$ cat config.mk
export PLATFORM = sky130hd
export DESIGN_NAME = rip_ro_freq_counter
export DESIGN_NICKNAME = d
export VERILOG_FILES = /design/src/rtl/rip_ro_freq_counter.sv
export SDC_FILE = /design/constraint.sdc
export NUM_CORES = 1
export LEC_CHECK = 0
export CAP_MARGIN = 20
export CORE_MARGIN = 8
export CORE_UTILIZATION = 40
export DETAILED_ROUTE_END_ITERATION = 10
export GPL_ROUTABILITY_DRIVEN = 0
export SLEW_MARGIN = 15
export SYNTH_ARGS = -nofsm -noshare
export SYNTH_HDL_FRONTEND = slang
export SYNTH_SLANG_ARGS = --single-unit
$ cat constraint.sdc
create_clock -name clk -period 3.4 [get_ports clk]
set_clock_uncertainty 0.1 [all_clocks]
set_input_delay 0.34 -clock clk [delete_from_list [all_inputs] [get_ports clk]]
set_output_delay 0.34 -clock clk [all_outputs]
set_load 0.01 [all_outputs]
$ cat src/rtl/rip_ro_freq_counter.sv
// Ring-oscillator frequency counter.
// Counts synchronised rising edges of ro_in over a programmable window of clk
// cycles and publishes the (saturating) count once per measurement.
module rip_ro_freq_counter #(
    parameter int unsigned SYNC_STAGES = 2,
    parameter int unsigned WIN_W       = 16,
    parameter int unsigned CNT_W       = 16
) (
    input  logic             clk,
    input  logic             rst,
    input  logic             ro_in,
    input  logic             start,
    input  logic [WIN_W-1:0] window_len,
    output logic             busy,
    output logic             done,
    output logic [CNT_W-1:0] count,
    output logic             overflow,
    output logic             valid
);

    typedef enum logic [1:0] {
        StIdle,
        StArm,
        StMeasure,
        StDone
    } state_e;

    state_e state_q, state_d;

    logic [SYNC_STAGES-1:0] sync_q;
    logic                   ro_s;
    logic                   prev_q;
    logic                   edge_det;

    logic [WIN_W-1:0] win_q;
    logic [WIN_W-1:0] rem_q;
    logic [CNT_W-1:0] acc_q;
    logic             sat_q;

    logic [CNT_W-1:0] count_q;
    logic             overflow_q;
    logic             valid_q;

    // Synchroniser chain for the asynchronous oscillator input; only the last stage is used.
    always_ff @(posedge clk) begin
        if (rst) begin
            sync_q <= '0;
        end else begin
            sync_q <= {sync_q[SYNC_STAGES-2:0], ro_in};
        end
    end

    assign ro_s     = sync_q[SYNC_STAGES-1];
    assign edge_det = ro_s & ~prev_q;

    // State register.
    always_ff @(posedge clk) begin
        if (rst) begin
            state_q <= StIdle;
        end else begin
            state_q <= state_d;
        end
    end

    // Next-state logic; ARM skips straight to DONE for a zero-length window.
    always_comb begin
        state_d = state_q;
        case (state_q)
            StIdle: begin
                if (start) begin
                    state_d = StArm;
                end
            end
            StArm: begin
                state_d = (win_q != '0) ? StMeasure : StDone;
            end
            StMeasure: begin
                if (rem_q == WIN_W'(1)) begin
                    state_d = StDone;
                end
            end
            StDone: begin
                state_d = StIdle;
            end
            default: begin
                state_d = StIdle;
            end
        endcase
    end

    // Measurement datapath: window latch, cycle countdown, saturating edge accumulator.
    always_ff @(posedge clk) begin
        if (rst) begin
            prev_q <= 1'b0;
            win_q  <= '0;
            rem_q  <= '0;
            acc_q  <= '0;
            sat_q  <= 1'b0;
        end else begin
            // prev tracks ro_s every cycle, so it already equals ro_s when ARM ends.
            prev_q <= ro_s;
            case (state_q)
                StIdle: begin
                    if (start) begin
                        win_q <= window_len;
                    end
                end
                StArm: begin
                    acc_q <= '0;
                    sat_q <= 1'b0;
                    rem_q <= win_q;
                end
                StMeasure: begin
                    rem_q <= rem_q - WIN_W'(1);
                    if (edge_det) begin
                        if (acc_q == {CNT_W{1'b1}}) begin
                            sat_q <= 1'b1;
                        end else begin
                            acc_q <= acc_q + CNT_W'(1);
                        end
                    end
                end
                default: begin
                end
            endcase
        end
    end

    // Result registers: only touched in the DONE cycle so they hold across measurements.
    always_ff @(posedge clk) begin
        if (rst) begin
            count_q    <= '0;
            overflow_q <= 1'b0;
            valid_q    <= 1'b0;
        end else if (state_q == StDone) begin
            count_q    <= acc_q;
            overflow_q <= sat_q;
            valid_q    <= 1'b1;
        end
    end

    assign busy     = (state_q == StArm) || (state_q == StMeasure);
    assign done     = (state_q == StDone);
    assign count    = count_q;
    assign overflow = overflow_q;
    assign valid    = valid_q;

endmodule

### After elaboration in Yosys (flattened, before gate mapping)

Cells that the tools add are included.

| storage, ports and cells | value |
|---|---|
| bits in registers | 72 |
| latch bits | 0 |
| RAM bits | 0 |
| ROM bits | 0 |
| bits of input ports | 20 |
| logic and storage cells | 43 |
| memories | 0 |

| operators by class | value |
|---|---|
| add/subtract/negate cells | 2 |
| $mul | 0 |
| divide/modulo/power cells | 0 |
| order comparisons | 0 |
| equality and inequality tests | 10 |
| shifts and indexed selects | 0 |
| multiplexer cells | 11 |
| bitwise operators | 2 |
| reductions and logical operators | 8 |

Operator list:

| cell | number |
|---|---|
| 16-bit case mux with 2 select lines | 2 |
| 16-bit 2-to-1 mux | 2 |
| 16-bit by 1-bit adder with 16-bit output, second input constant | 1 |
| 16-bit by 1-bit equality test with 1-bit output, second input constant | 1 |
| 16-bit equality test, second input constant | 1 |
| 16-bit nonzero test | 1 |
| 16-bit by 1-bit subtractor with 16-bit output, second input constant | 1 |
| 2-bit inequality test, second input constant | 5 |
| 2-bit case mux with 4 select lines | 1 |
| 3-bit AND reduction | 2 |
| 2-bit equality test, second input constant | 2 |
| 2-bit 2-to-1 mux | 2 |
| 2-bit AND reduction | 2 |
| 1-bit 2-to-1 mux | 3 |
| 2-bit by 1-bit equality test with 1-bit output, second input constant | 1 |
| 2-bit logical NOT | 1 |
| 1-bit case mux with 2 select lines | 1 |
| 2-bit nonzero test | 1 |
| 1-bit AND | 1 |
| 1-bit logical OR | 1 |
| 1-bit NOT | 1 |

### Depth between registers and ports, before layout

Gate-level depths: netlist of run 1.

| logic depth | value |
|---|---|
| depth in word-level cells | 4 |
| gate-level depth with buffers | 8 |
| mapped depth without buffers | 7 |

### Worst setup path after synthesis of run 1

No wires, ideal clock.

| timing | value |
|---|---|
| kind | reg-to-reg |
| start | register state_q[0] |
| end | register rem_q[6] |
| setup time | 0.103 ns |
| data arrival time | 1.880 ns |
| data required time | 3.197 ns |
| path slack | 1.317 ns |
| cell stages (with the launch flop) | 8 |
| path buffers | 1 |
| clock period less this slack | 2.083 ns |
| cells stage by stage | dfxtp_1 > inv_1 > ha_1 > inv_1 > clkbuf_1 > nor2_1 > a31o_1 > a2111oi_2 |

| on the way | value |
|---|---|
| word-level cells in the longest chain between the ends | 2 |

RTL lines:

| what | line | text |
|---|---|---|
| start, declared | 28 | `state_e state_q, state_d;` |
| start signal, assigned | 59 | `state_q <= StIdle;` |
| start signal, assigned | 61 | `state_q <= state_d;` |
| 2-bit equality test or 2-bit by 1-bit equality test with 1-bit output (tied branches) | 102 | `case (state_q)` |
| 16-bit case mux with 2 select lines or 2-bit nonzero test (tied branches) | n/a |  |
| end signal, assigned | 111 | `rem_q <= win_q;` |
| end signal, assigned | 114 | `rem_q <= rem_q - WIN_W'(1);` |
| end, declared | 36 | `logic [WIN_W-1:0] rem_q;` |

Several ways; a longest one is shown, not always the timed one.
A chain may end at the register's enable or synchronous reset.

### Final worst setup path of run 1

| timing | value |
|---|---|
| start | register state_q[0] |
| end | register acc_q[11] |

| on the way | value |
|---|---|
| word-level cells in the longest chain between the ends | 3 |

RTL lines:

| what | line | text |
|---|---|---|
| 2-bit equality test or 2-bit by 1-bit equality test with 1-bit output (tied branches) | 102 |  |
| 2-bit inequality test (no source line) or 2-bit nonzero test (tied branches) | n/a |  |
| 3-bit AND reduction (no source line) | n/a |  |
| end signal, assigned | 119 | `acc_q <= acc_q + CNT_W'(1);` |
| end, declared | 37 | `logic [CNT_W-1:0] acc_q;` |

Several ways; a longest one is shown, not always the timed one.

==> summary.md, run 1 <==
| Metric | Value |
|---|---|
| Average wire length per cell after detail routing | 14.7 um |
| Total setup violations reported at the end of the flow | 0 |
| Count of nets left with antenna violations after detail routing | 0 |
| Iteration-0 DRC Markers | 106 |
| Total routing usage reported by global routing | 14.3% |
| Overall routed net length | 7.83 mm |
| Post-synth top cells | sky130_fd_sc_hd__dfxtp_1 (72), sky130_fd_sc_hd__nor2_1 (53), sky130_fd_sc_hd__nand2_1 (48), sky130_fd_sc_hd__a21oi_1 (32), sky130_fd_sc_hd__mux2i_1 (23) |
| Tmin final | 2790 ps |
| Critical setup path kind | flop to flop |
| Post-cts resize count | 0 |
| Number of synthesized flops with an enable pin | 0 |
| Num CTS Buffers | 9 |
| Part of the total power dissipated in the clock network | 23.9% |
| Cts-stage hold buffer count | 0 |
| Syn Area/Cell | 8.66 um2 |
| Hold Crit Start | rst |
| Count of standard-cell rows | 33 |
| Clock sink count | 72 |
| Combined area of all synthesized cells | 3380 um2 |
| Post CTS Setup Buffer Count | 0 |
| Count of port buffers added during placement | 39 |
| Most frequent cell after synthesis | sky130_fd_sc_hd__dfxtp_1 |
| Clk Tree Root Cell | sky130_fd_sc_hd__clkbuf_8 |
| Sum of net half-perimeters after detailed placement | 5.48 mm |
| Data required time at the worst endpoint | 3570 ps |
| Grt total ovfl | 0 |
| Worst setup slack for register-to-register paths | 610 ps |
| Wire length of the first global-routing pass | 13.5 mm |
| Number of iterations in the first detailed-routing pass | 4 |
| Number of distinct library cells after synthesis | 58 |
| Data arrival at the endpoint of the critical path | 2960 ps |
| Outcome | complete, no violations |
| H-tree levels | 3 |
| # nets final | 452 |
| Hold endpoint | count[3] |
| Worst Hold Depth | 2 |
| Vias after detailed routing | 2847 |
| Seq pwr share | 34.4% |
| Count of endpoints failing hold in the final timing report | 0 |
| Number of global-route vias before repair | 2738 |
| Period utilisation layout | 82.0% |
| Asr flop ratio synth | 0% |
| Switching part of the total power | 39.6% |
| Slowest library cell on the worst path | sky130_fd_sc_hd__o31ai_1 |
| Synthesis-to-finish area growth | 20.5% |
| Dominant synthesized flop cell | sky130_fd_sc_hd__dfxtp_1 |
| Ordered list of cells on the worst path | inv_1, ha_1, nand2b_1, nand3_2, o31ai_1, o21ai_0, a21oi_1 |
| Delay of the slowest critical-path stage | 880 ps |
| Crit path buffers/inverters | 1 |
| Antenna diodes | 0 |
| Post-Layout Cell Count | 534 |
| Leakage power total | 0.00142 uW |
| Worst-skew pair later-pin latency | 350 ps |
| Die width | 108 um |
| Actual slew at the worst max-slew pin | 1050 ps |
| Worst setup EP type | flop |
| Internal power of the cells | 1900 uW |
| Highest clock frequency the design can meet | 0.359 GHz |
| Starting density of the core | 41.1% |
| Setup repair after global routing missed its margin | no |
| DIE AREA | 11600 um2 |
| Synthesized flop and latch total | 72 |
| Share of total power in combinational logic | 41.7% |
| Nets in the synthesized netlist | 418 |
| Sequential area share after synthesis | 42.7% |
| Routed via count divided by cell count | 5.33 |
| IO Pins | 40 |
| DRC violations left | 0 |
| Post-synth top area cell | sky130_fd_sc_hd__dfxtp_1 |
| Cell types with the largest area share after synthesis | sky130_fd_sc_hd__dfxtp_1 (43%), sky130_fd_sc_hd__mux2i_1 (6.8%), sky130_fd_sc_hd__nor2_1 (5.9%), sky130_fd_sc_hd__nand2_1 (5.3%), sky130_fd_sc_hd__a21oi_1 (4.7%) |
| Vertical die dimension | 108 um |
| Count of final max-slew check failures | 0 |
| Max Cap Viol | 0 |
| Number of antenna violations at the first check in global routing | 0 |
| Largest driver fanout on the critical path | 11 |
| Clock-pin slew on the worst setup and hold paths | 80 ps |
| Count of filler cells inserted in the layout | 812 |
| Bufs on Longest Clock Path | 2 |
| Area share of the leading cell type in the synthesized netlist | 42.7% |
| Setup TNS | 0 ps |
| Hold crit path type | primary input to flop |
| Core outline area | 8220 um2 |
| Pwr per Cell Area | 774 nW/um2 |
| TritonCTS clock tree | built |
| # placed instances | 518 |
| R2r worst-path depth | 7 |
| Fraction of final layout cells with drive strength greater than 1 | 7.93% |
| Maximum VDD drop | 0.000354 V |
| Syn Inst Count | 390 |
| Terminus of the critical flop-to-flop path | acc_q[11] |
| Synthesis Warnings | 0 |
| Element type at the critical path start | flop |
| Source of the worst register-to-register timing path | state_q[0] |
| Rel. slew slack | 29.5% |
| Pin count of the biggest net entering global routing | 35 |
| Dominant delay contributor by cell family on the critical path | compound AO/OA/AOI/OAI gates |
| Switching pwr | 1250 uW |
worst max-delay path by stage:
stage,cells after the start,slack [ps],start,to
2_1_floorplan,7,1320,state_q[0],rem_q[6]
3_3_place_gp,7,810,state_q[0],acc_q[9]
3_5_place_dp,7,650,state_q[0],acc_q[11]
4_1_cts,7,630,state_q[0],acc_q[11]
5_1_grt,7,350,state_q[0],acc_q[9]
6_report,7,610,state_q[0],acc_q[11]
stage by stage:
step                      area [um2]  total power [uW]  hold WS (ps)  utilization, %  setup slack, ps
final                           4070              3150           339            49.5              612
after floorplan                 3380              2080           314               -             1320
after global routing            4070              3390           360            49.5              346
after detailed placement        3850              2410           332            46.8              646
after CTS                       4070              3170           342            49.5              627
after global placement          3850              2400           344            46.8              809
sequential cells by signal, summed over array words and instances, names as in the netlist:
name      cells
sync_q        2
valid         1
prev_q        1
sat_q         1
win_q        16
overflow      1
state_q       2
acc_q        16
count        16
rem_q        16
kinds of logic after synthesis:
group	count (synthesis)	synth area share, %
xor gates and xnor gates	7	1.82
DFF	72	42.7
buffers and inverters	29	3.37
AOI/OAI and AO/OA	78	15.6
muxes	26	7.82
adders and majority gates	8	2.97
and+or+nand+nor	170	25.7
cell type report:
cell class                 count  area [um2]  area share [%]
sequential                    72        1440            35.4
clock inverter                 6        92.6            2.28
tap                          105         131            3.23
timing repair buffer          44         423            10.4
multi-input combinational    289        1820            44.8
clock buffer                  10         128            3.14
inverter                       8        30.0           0.738
power by group through the flow:
stage / sequential (uW) / combinational (uW) / clock [uW]
2_1_floorplan: 1060 / 1020 / 0
3_3_place_gp: 1100 / 1300 / 0
3_5_place_dp: 1100 / 1310 / 0
4_1_cts: 1080 / 1320 / 767
5_1_grt: 1100 / 1470 / 815
6_report: 1080 / 1310 / 753
metal layers:
metal	vias to the layer above	wire length [um]	GRT usage, %
li1	1453	-	-
met1	1322	3860	19.0
met2	60	3460	21.1
met3	12	392	3.89
met4	0	124	6.44
met5	-	0	0
cell usage in the layout, fill, tap and decap left out, drive strengths merged, types with 3 or more instances in the layout:
cell / n
a21oi: 32
or3: 6
nand3: 13
mux2: 3
ha: 8
nand4: 7
o21ai: 13
a31oi: 3
nor2b: 7
a211oi: 3
a22oi: 5
nor3: 6
inv: 9
and3: 3
clkdlybuf4s50: 38
clkbuf: 10
dfxtp: 72
mux2i: 23
and2: 4
nor2: 53
xor2: 5
nor4: 5
nand2b: 7
a2111oi: 6
buf: 6
nand2: 48
Power figures use the tool's default switching activity.
==> run 2: changes to the inputs <==
==> constraint.sdc (replaced) <==
create_clock -name clk -period 2.5 [get_ports clk]
set_clock_uncertainty 0.1 [all_clocks]
set_input_delay 0.25 -clock clk [delete_from_list [all_inputs] [get_ports clk]]
set_output_delay 0.25 -clock clk [all_outputs]
set_load 0.01 [all_outputs]
==> summary.md, run 2 (same netlist as run 1, synthesis figures left out) <==
| Metric | Value |
|---|---|
| Commonest cells after routing, fill and taps aside | sky130_fd_sc_hd__dfxtp_1 (72), sky130_fd_sc_hd__nor2_1 (53), sky130_fd_sc_hd__nand2_1 (48) |
| Maximum VDD drop | 0.000515 V |
| Iteration-0 DRC Markers | 197 |
| Number of iterations in the first detailed-routing pass | 6 |
| Outcome | complete, no violations |
| # nets final | 457 |
| Die width | 108 um |
| Count of endpoints failing hold in the final timing report | 0 |
| Actual slew at the worst max-slew pin | 596 ps |
| Routed met3 length | 412 um |
| Overall routed net length | 7.89 mm |
| Largest driver fanout on the critical path | 17 |
| Average wire length per cell after detail routing | 14.6 um |
| Fraction of final layout cells with drive strength greater than 1 | 8.99% |
| Count of port buffers added during placement | 39 |
| Clock-pin slew on the worst setup and hold paths | 80 ps |
| Total setup violations reported at the end of the flow | 0 |
| Starting density of the core | 41.1% |
| Worst setup EP type | output port |
| Total routing usage reported by global routing | 14.3% |
| Number of antenna violations at the first check in global routing | 0 |
| Worst setup slack for register-to-register paths | 250 ps |
| Routed via count divided by cell count | 5.31 |
| Synthesis-to-finish area growth | 20.9% |
| Element type at the critical path start | flop |
| Vertical die dimension | 108 um |
| Rel. slew slack | 60.3% |
| DRC violations left | 0 |
| Sum of net half-perimeters after detailed placement | 5.65 mm |
| Grt total ovfl | 0 |
| Hold endpoint | count[9] |
| Cts-stage hold buffer count | 0 |
| Clock sink count | 72 |
| Terminus of the critical flop-to-flop path | acc_q[7] |
| Count of nets left with antenna violations after detail routing | 0 |
| Leakage power total | 0.00144 uW |
| Count of final max-slew check failures | 0 |
| Core outline area | 8220 um2 |
| Count of filler cells inserted in the layout | 803 |
| Vias after detailed routing | 2861 |
| R2r worst-path depth | 8 |
| Period utilisation layout | 94.9% |
| Data required time at the worst endpoint | 2150 ps |
| Max layer used | met4 |
| DIE AREA | 11600 um2 |
| Most common library cell in the layout ignoring fill and taps | sky130_fd_sc_hd__dfxtp_1 |
| Number of global-route vias before repair | 2725 |
| TritonCTS clock tree | built |
| H-tree levels | 3 |
| Max Cap Viol | 0 |
| Amount of wire on met2 after detailed routing | 3.38 mm |
| Source of the worst register-to-register timing path | state_q[1] |
| Bufs on Longest Clock Path | 2 |
| Post-Layout Cell Count | 539 |
| Worst Hold Depth | 2 |
| Wire length of the first global-routing pass | 13.5 mm |
| # placed instances | 523 |
| Post CTS Setup Buffer Count | 0 |
| Tmin final | 2370 ps |
| Num CTS Buffers | 9 |
| Critical setup path kind | flop to output port |
| Clk Tree Root Cell | sky130_fd_sc_hd__clkbuf_8 |
| Pwr per Cell Area | 1040 nW/um2 |
| Hold crit path type | primary input to flop |
| Hold Crit Start | rst |
| Antenna diodes | 0 |
| Worst-skew pair later-pin latency | 340 ps |
| Pin count of the biggest net entering global routing | 33 |
| Post-cts resize count | 0 |
| Count of standard-cell rows | 33 |
| Data arrival at the endpoint of the critical path | 2020 ps |
| Setup repair after global routing missed its margin | no |
| Setup TNS | 0 ps |
| Wire length on met1 | 4.00 mm |
| IO Pins | 40 |
| Highest clock frequency the design can meet | 0.421 GHz |
[run 2: cell types whose count changed in the layout (fill, tap and decap cells not counted)]
cell | before | now
sky130_fd_sc_hd__buf_6 | 0 | 1
sky130_fd_sc_hd__clkinv_2 | 0 | 1
sky130_fd_sc_hd__buf_4 | 5 | 9
sky130_fd_sc_hd__bufinv_16 | 2 | 1
[run 2: routing by layer]
metal | GRT usage, % | up-vias
li1 | - | 1460
met4 | 5.65 | 0
met1 | 19.6 | 1333
met2 | 21.1 | 58
met3 | 3.17 | 10
met5 | 0 | -
[run 2: layout make-up]
type,instances,area [um2],area share (%)
clock buffer,10,128,3.13
clock inverter,6,67.6,1.65
inverter,8,30.0,0.736
multi-input combinational,289,1820,44.6
sequential,72,1440,35.3
tap,105,131,3.22
timing repair buffer,49,464,11.4
[run 2: metrics by stage]
stage / utilization [%] / power [uW] / setup slack [ps] / area (um2) / hold slack, ps
after detailed placement: 47.3 / 3330 / 288 / 3880 / 336
after floorplan: - / 2830 / 417 / 3380 / 278
after global routing: 49.7 / 4540 / 5.23 / 4080 / 325
after CTS: 49.6 / 4240 / 78.8 / 4080 / 303
after global placement: 47.3 / 3310 / 365 / 3880 / 326
final: 49.7 / 4230 / 127 / 4080 / 293
[run 2: where the power goes]
group	total (uW)	internal, uW	switching (uW)	leakage [uW]
clock	915	465	451	0.0000929
sequential	1470	1290	185	0.000585
combinational	1840	786	1060	0.000762
total	4230	2540	1690	0.00144
[run 2: worst max path at each step]
stage                     from        to  slack [ps]
floorplan           state_q[0]  rem_q[6]         420
global placement    state_q[1]  acc_q[7]         360
detailed placement  state_q[0]  acc_q[7]         290
CTS                 state_q[1]      busy          80
global route        state_q[0]      busy           5
finish              state_q[1]      busy         130
[run 2: worst max-delay path: stages (launching register included)]
cell                              delay, ps
sky130_fd_sc_hd__dfxtp_1                410
sky130_fd_sc_hd__inv_1                  110
sky130_fd_sc_hd__ha_1                   390
sky130_fd_sc_hd__buf_6                  210
sky130_fd_sc_hd__clkdlybuf4s50_1        560
